**src/rtl/shift_seq_if.sv**
```systemverilog
// Request/grant/serial bus of the shift sequencer.
// The slave modport is the sequencer. The master modport is whoever drives the
// requests and observes the results.
interface shift_seq_if #(
    parameter int WIDTH = 4
);
    logic             req0;
    logic             dir0;
    logic [WIDTH-1:0] data0;
    logic             req1;
    logic             dir1;
    logic [WIDTH-1:0] data1;
    logic             serial_in;
    logic             serial_out;
    logic             shift_left;
    logic             busy;
    logic             gnt0;
    logic             gnt1;
    logic             done0;
    logic             done1;
    logic [WIDTH-1:0] data_out;

    modport master (
        output req0, dir0, data0, req1, dir1, data1, serial_in,
        input  serial_out, shift_left, busy, gnt0, gnt1, done0, done1, data_out
    );

    modport slave (
        input  req0, dir0, data0, req1, dir1, data1, serial_in,
        output serial_out, shift_left, busy, gnt0, gnt1, done0, done1, data_out
    );
endinterface

```
**src/rtl/shift_seq_ctrl.sv**
```systemverilog
// Two-requester shift-register sequencer.
// In IDLE, one requester is granted and its word is loaded into the register.
// The register is then shifted for WIDTH cycles with serial_in entering at the
// vacated end. The post-shift word is captured into data_out, and the owner
// sees a one-cycle done pulse.
// Build option: define RR_ARB_EN for round-robin arbitration. When it is left
// undefined, the block uses fixed priority and requester 0 wins.
module shift_seq_ctrl #(
    parameter int WIDTH = 4
) (
    input logic          clk,
    input logic          rst,
    shift_seq_if.slave   bus
);

    localparam int CNT_W = (WIDTH > 1) ? $clog2(WIDTH) : 1;
    localparam logic [CNT_W-1:0] CNT_LAST = CNT_W'(WIDTH - 1);

    typedef enum logic [1:0] {
        IDLE  = 2'd0,
        SHIFT = 2'd1,
        DONE  = 2'd2
    } state_t;

    state_t           state;
    state_t           state_nxt;
    logic [WIDTH-1:0] sr;
    logic [WIDTH-1:0] sr_shifted;
    logic [CNT_W-1:0] cnt;
    logic [WIDTH-1:0] data_out_q;
    logic             shift_left_q;
    logic             gnt0_q;
    logic             gnt1_q;

    logic             any_req;
    logic             pick1;      // requester chosen if a grant happens now
    logic             load;
    logic             shift_en;
    logic             capture;

    assign any_req = bus.req0 | bus.req1;

`ifdef RR_ARB_EN
    logic last_gnt1;

    // Round-robin choice: on contention the requester not served last wins.
    always_comb begin
        if (bus.req0 && bus.req1) begin
            pick1 = ~last_gnt1;
        end else begin
            pick1 = bus.req1;
        end
    end

    // Arbitration pointer; it starts as "requester 1 granted last".
    always_ff @(posedge clk) begin
        if (rst) begin
            last_gnt1 <= 1'b1;
        end else if (load) begin
            last_gnt1 <= pick1;
        end
    end
`else
    // Fixed priority: requester 1 only wins when requester 0 is idle.
    always_comb begin
        pick1 = bus.req1 & ~bus.req0;
    end
`endif

    // State register.
    always_ff @(posedge clk) begin
        // NOTE: every clocked assignment is non-blocking, so all registers
        // update from the same pre-edge values and simulation matches hardware.
        if (rst) begin
            state <= IDLE;
        end else begin
            state <= state_nxt;
        end
    end

    // Next-state decode and datapath strobes.
    always_comb begin
        // NOTE: defaults come first so that no path leaves a signal unassigned.
        // An unassigned path in always_comb would infer a latch.
        state_nxt = state;
        load      = 1'b0;
        shift_en  = 1'b0;
        capture   = 1'b0;
        case (state)
            IDLE: begin
                if (any_req) begin
                    load      = 1'b1;
                    state_nxt = SHIFT;
                end
            end
            SHIFT: begin
                shift_en = 1'b1;
                if (cnt == CNT_LAST) begin
                    capture   = 1'b1;
                    state_nxt = DONE;
                end
            end
            DONE: begin
                state_nxt = IDLE;
            end
            default: begin
                state_nxt = IDLE;
            end
        endcase
    end

    // One-position shift in the latched direction, with serial_in filling the gap.
    always_comb begin
        if (shift_left_q) begin
            sr_shifted = {sr[WIDTH-2:0], bus.serial_in};
        end else begin
            sr_shifted = {bus.serial_in, sr[WIDTH-1:1]};
        end
    end

    // Shift register, bit counter, result capture, direction and grant flags.
    always_ff @(posedge clk) begin
        if (rst) begin
            sr           <= '0;
            cnt          <= '0;
            data_out_q   <= '0;
            shift_left_q <= 1'b0;
            gnt0_q       <= 1'b0;
            gnt1_q       <= 1'b0;
        end else begin
            if (load) begin
                sr           <= pick1 ? bus.data1 : bus.data0;
                shift_left_q <= pick1 ? bus.dir1 : bus.dir0;
                cnt          <= '0;
                gnt0_q       <= ~pick1;
                gnt1_q       <= pick1;
            end else if (shift_en) begin
                sr  <= sr_shifted;
                cnt <= capture ? '0 : cnt + 1'b1;
                if (capture) begin
                    data_out_q <= sr_shifted;
                end
            end
            // Ownership ends with the DONE cycle.
            if (state == DONE) begin
                gnt0_q <= 1'b0;
                gnt1_q <= 1'b0;
            end
        end
    end

    // Output drive. serial_out only reflects the register while shifting.
    assign bus.serial_out = (state == SHIFT) ? (shift_left_q ? sr[WIDTH-1] : sr[0]) : 1'b0;
    assign bus.shift_left = shift_left_q;
    assign bus.busy       = (state != IDLE);
    assign bus.gnt0       = gnt0_q;
    assign bus.gnt1       = gnt1_q;
    assign bus.done0      = (state == DONE) & gnt0_q;
    assign bus.done1      = (state == DONE) & gnt1_q;
    assign bus.data_out   = data_out_q;

endmodule

```
**src/flat_wrapper.sv**
```systemverilog
// flat-port wrapper written by rule: the top's interface ports become plain ports
module shift_seq_ctrl_flat 
#(
    parameter int WIDTH = 4
)
  (clk, rst, bus_req0, bus_dir0, bus_data0, bus_req1, bus_dir1, bus_data1, bus_serial_in, bus_serial_out, bus_shift_left, bus_busy, bus_gnt0, bus_gnt1, bus_done0, bus_done1, bus_data_out);
  shift_seq_if #(.WIDTH(WIDTH)) bus_i ();
  input logic clk;
  input logic rst;
  input wire logic [$bits(bus_i.req0)-1:0] bus_req0;
  input wire logic [$bits(bus_i.dir0)-1:0] bus_dir0;
  input wire logic [$bits(bus_i.data0)-1:0] bus_data0;
  input wire logic [$bits(bus_i.req1)-1:0] bus_req1;
  input wire logic [$bits(bus_i.dir1)-1:0] bus_dir1;
  input wire logic [$bits(bus_i.data1)-1:0] bus_data1;
  input wire logic [$bits(bus_i.serial_in)-1:0] bus_serial_in;
  output wire logic [$bits(bus_i.serial_out)-1:0] bus_serial_out;
  output wire logic [$bits(bus_i.shift_left)-1:0] bus_shift_left;
  output wire logic [$bits(bus_i.busy)-1:0] bus_busy;
  output wire logic [$bits(bus_i.gnt0)-1:0] bus_gnt0;
  output wire logic [$bits(bus_i.gnt1)-1:0] bus_gnt1;
  output wire logic [$bits(bus_i.done0)-1:0] bus_done0;
  output wire logic [$bits(bus_i.done1)-1:0] bus_done1;
  output wire logic [$bits(bus_i.data_out)-1:0] bus_data_out;
  assign bus_i.req0 = bus_req0;
  assign bus_i.dir0 = bus_dir0;
  assign bus_i.data0 = bus_data0;
  assign bus_i.req1 = bus_req1;
  assign bus_i.dir1 = bus_dir1;
  assign bus_i.data1 = bus_data1;
  assign bus_i.serial_in = bus_serial_in;
  assign bus_serial_out = bus_i.serial_out;
  assign bus_shift_left = bus_i.shift_left;
  assign bus_busy = bus_i.busy;
  assign bus_gnt0 = bus_i.gnt0;
  assign bus_gnt1 = bus_i.gnt1;
  assign bus_done0 = bus_i.done0;
  assign bus_done1 = bus_i.done1;
  assign bus_data_out = bus_i.data_out;
  shift_seq_ctrl #(.WIDTH(WIDTH)) u_core (.clk(clk), .rst(rst), .bus(bus_i));
endmodule
```
**config.mk**
```make
export PLATFORM = sky130hd
export DESIGN_NAME = shift_seq_ctrl_flat
export DESIGN_NICKNAME = d
export VERILOG_FILES = /design/src/rtl/shift_seq_if.sv /design/src/rtl/shift_seq_ctrl.sv /design/src/flat_wrapper.sv
export SDC_FILE = /design/constraint.sdc
export NUM_CORES = 1
export LEC_CHECK = 0
export CELL_PAD_IN_SITES_DETAIL_PLACEMENT = 2
export CELL_PAD_IN_SITES_GLOBAL_PLACEMENT = 2
export CORE_AREA = 3 3 62 58
export CTS_BUF_LIST = sky130_fd_sc_hd__clkbuf_4
export DETAILED_ROUTE_END_ITERATION = 6
export DIE_AREA = 0 0 65 61
export GPL_TIMING_DRIVEN = 0
export PLACE_DENSITY_LB_ADDON = 0.1
export SETUP_SLACK_MARGIN = 0.2
export SLEW_MARGIN = 20
export SYNTH_ARGS = -nofsm -noshare
export SYNTH_HDL_FRONTEND = slang
export SYNTH_SLANG_ARGS = --single-unit
```
**constraint.sdc**
```tcl
create_clock -name clk -period 1.7 [get_ports clk]
set_input_delay 0.425 -clock clk [delete_from_list [all_inputs] [get_ports clk]]
set_output_delay 0.425 -clock clk [all_outputs]
set_load 0.05 [all_outputs]
```
==> flow_summary.ini <==
[power_and_ir_drop]
seq_power_share_pct = 44.1
switchingPower_mw = 0.280
clkPwrFrac_pct = 24.9
p_total_mw = 0.892
ir_drop_v = 0.000427
pwr-share-comb_pct = 30.9
p_leak_nw = 0.532
power.internal_mw = 0.612
p_sw_share_pct = 31.4
cellPowerDensity_nw_per_um2 = 686

[setup_path]
end_kind = output port
arrival_ps = 1180
startpoint_type = register
required_ps = 1270
path_class = register to output port
worstPathMaxFanout = 2

[sta]
maxSlewViolCount = 0
finalClockSkew_ps = 0.948
layout_min_cycle_time_ps = 1600
slew_headroom_pct = 64.2
worstMarginPinSlew_ps = 536
max_clock_freq_ghz = 0.624
post-route-period-util_pct = 94.3
hold_viol = 0
fin_ws_ps = 97.6
rsz0062_at_grt = yes
setup_viol_count_final = 0

[clocking]
cts.sinks = 15
cts_root_buffer = clkbuf_4
path_clk_slew_ps = 90
numCtsBuffers = 3
h-tree-depth = 1
clockBufferDepth = 2
clkLatencyLatePin_ps = 280
tritoncts = done

[global_route]
grt_pass1_wl_mm = 4.20
grt_max_degree = 11
track_usage_pct = 14.2
grt_overflow = 0
antenna_found_initial = 0
grt_pass1_vias = 874

[yosys]
synth_top_area_share_pct = 37.5
syn-cell-area_um2 = 801
synthCells = 92
synthFlopType = dfxtp_1
seq_area_frac_synth_pct = 37.5
synth_fp_nets = 108
yosys.area.top_type = dfxtp_1
synth.distinct_cells = 32
synth-edff-count = 0
synth_area_leaders = dfxtp_1 38%, mux2i_1 8.8%, nor2_1 5.2%
synth-async-reset-ratio_pct = 0
syn_avg_cell_area_um2 = 8.70
ys_ff_latch = 15
ys.warnings.count = 0

[route]
dr.pass1.iters = 3
drc = 0
routed_wl_mm = 2.60
avgViaCountPerCell = 4.77
wl_met2_mm = 1.40
via_count = 815
topRoutingLayerUsed = met4
wl_met3_um = 75
detail-route-antenna-nets = 0
drt-met1-wl_mm = 1.11
first_iter_violations = 14
wire_per_inst_um = 15.2

[finish]
drive_above_1_share_pct = 35.7
fill_cells = 334
fin_cells = 171
antenna_cells = 0
syn2layout_area_growth_pct = 62.3
nNetsFinal = 146
fin_util_pct = 43.1
final_area_um2 = 1300

[die]
coreArea_um2 = 3020
pin_count = 26
num_rows = 19
die-height_um = 61
die_w_um = 65
start_util_pct = 26.5
die_area_um2 = 3970

[place]
hpwl_mm = 1.86
place_ws_ps = -383
io_buffers = 24
placed_cells = 158
place_congestion = 0.745
dpl-instance-area_um2 = 1100

[status]
outcome = completed

[run]
drv_cap = 0

[hold_path]
hold_class = register to register
==> power by group through the flow <==
stage	clock (mW)	sequential [mW]	combinational [mW]
after floorplan	0	0.415	0.128
after global routing	0.250	0.398	0.297
final	0.222	0.393	0.276
after detailed placement	0	0.399	0.231
after global placement	0	0.397	0.226
after CTS	0.235	0.393	0.264
==> registers in the layout, summed over array words and instances (netlist names) <==
| signal | flops |
|---|---|
| u_core.cnt | 2 |
| u_core.bus.gnt0 | 1 |
| u_core.state | 2 |
| u_core.bus.data_out | 4 |
| u_core.sr | 4 |
| u_core.bus.shift_left | 1 |
| u_core.bus.gnt1 | 1 |
==> critical path, cell delays in order (launching register included) <==
cell and delay, ps:
dfxtp_4 350, buf_6 120, mux2i_4 180, nor2_4 90, buf_6 160
==> per-layer routing <==
layer | vias to the layer above | track usage, %
met5 | - | 0
met4 | 0 | 2.71
met3 | 2 | 4.26
met2 | 9 | 26.8
met1 | 402 | 15.9
li1 | 402 | -
==> final timing paths <==
| kind | startpoint | endpoint | slack [ps] | cells after the start |
|---|---|---|---|---|
| hold reg to reg | u_core.cnt[0] | u_core.cnt[0] | 500 | 2 |
| setup / recovery | u_core.bus.shift_left | bus_serial_out | 100 | 4 |
| setup reg to reg | u_core.state[1] | u_core.cnt[0] | 310 | 5 |
| hold / removal | u_core.cnt[0] | u_core.cnt[0] | 500 | 2 |
==> cell usage after synthesis, drive strengths merged, types with 3 or more instances <==
cell type  count
and3b          3
a21oi          4
nor2          12
a221oi         3
o22ai          3
inv            5
nand2          6
nand3b         4
a21o           3
mux2i          7
dfxtp         15
a211oi         4
buf            4
==> area by class of cell <==
cell class,count,area [µm²],share of cell area [%]
clock buffers,4,30.0,2.31
plain buffers,6,50.0,3.85
well taps,42,52.6,4.04
inverters,5,23.8,1.83
repair buffers,33,325,25.0
flip-flops and latches,15,312,24.0
multi-input cells,66,507,39.0
==> metrics by stage <==
stage | TNS [ps] | hold WS (ps)
3_5_place_dp | -3040 | 481
2_1_floorplan | 0 | 449
3_3_place_gp | -2850 | 476
4_1_cts | 0 | 504
5_1_grt | 0 | 539
6_report | 0 | 501
==> what timing repair did <==
action,CTS,global route
resized for setup,67,10
endpoints found under the setup margin,19,11
setup buffers,7,2
hold buffers,0,0
pin swaps,1,1
==> kinds of logic after synthesis <==
| group | Yosys count | share of synthesized area, % |
|---|---|---|
| AOI/OAI and AO/OA | 23 | 20.9 |
| adders and majority gates | 1 | 1.56 |
| buffers and inverters | 11 | 5.78 |
| DFF | 15 | 37.5 |
| muxes | 9 | 11.6 |
| and+or+nand+nor | 33 | 22.7 |
==> cell usage in the layout, fill, tap and decap left out, types with 2 or more instances in the layout <==
| cell | netlist | layout |
|---|---|---|
| nand3b_1 | 4 | 4 |
| nor2_4 | 0 | 3 |
| buf_6 | 0 | 6 |
| clkdlybuf4s50_1 | 0 | 12 |
| mux2_2 | 2 | 2 |
| clkdlybuf4s15_2 | 0 | 4 |
| clkbuf_4 | 0 | 4 |
| nand2_1 | 6 | 6 |
| and3b_2 | 2 | 2 |
| o22ai_1 | 3 | 3 |
| o21ai_0 | 2 | 2 |
| a21o_1 | 3 | 3 |
| buf_2 | 4 | 3 |
| mux2i_1 | 7 | 6 |
| buf_8 | 0 | 2 |
| a21oi_1 | 4 | 3 |
| dfxtp_1 | 15 | 12 |
| dfxtp_4 | 0 | 3 |
| a221oi_1 | 3 | 2 |
| buf_4 | 0 | 6 |
| a211oi_1 | 3 | 3 |
| inv_1 | 4 | 4 |
| nor2_1 | 11 | 8 |
Power figures use the tool's default switching activity.
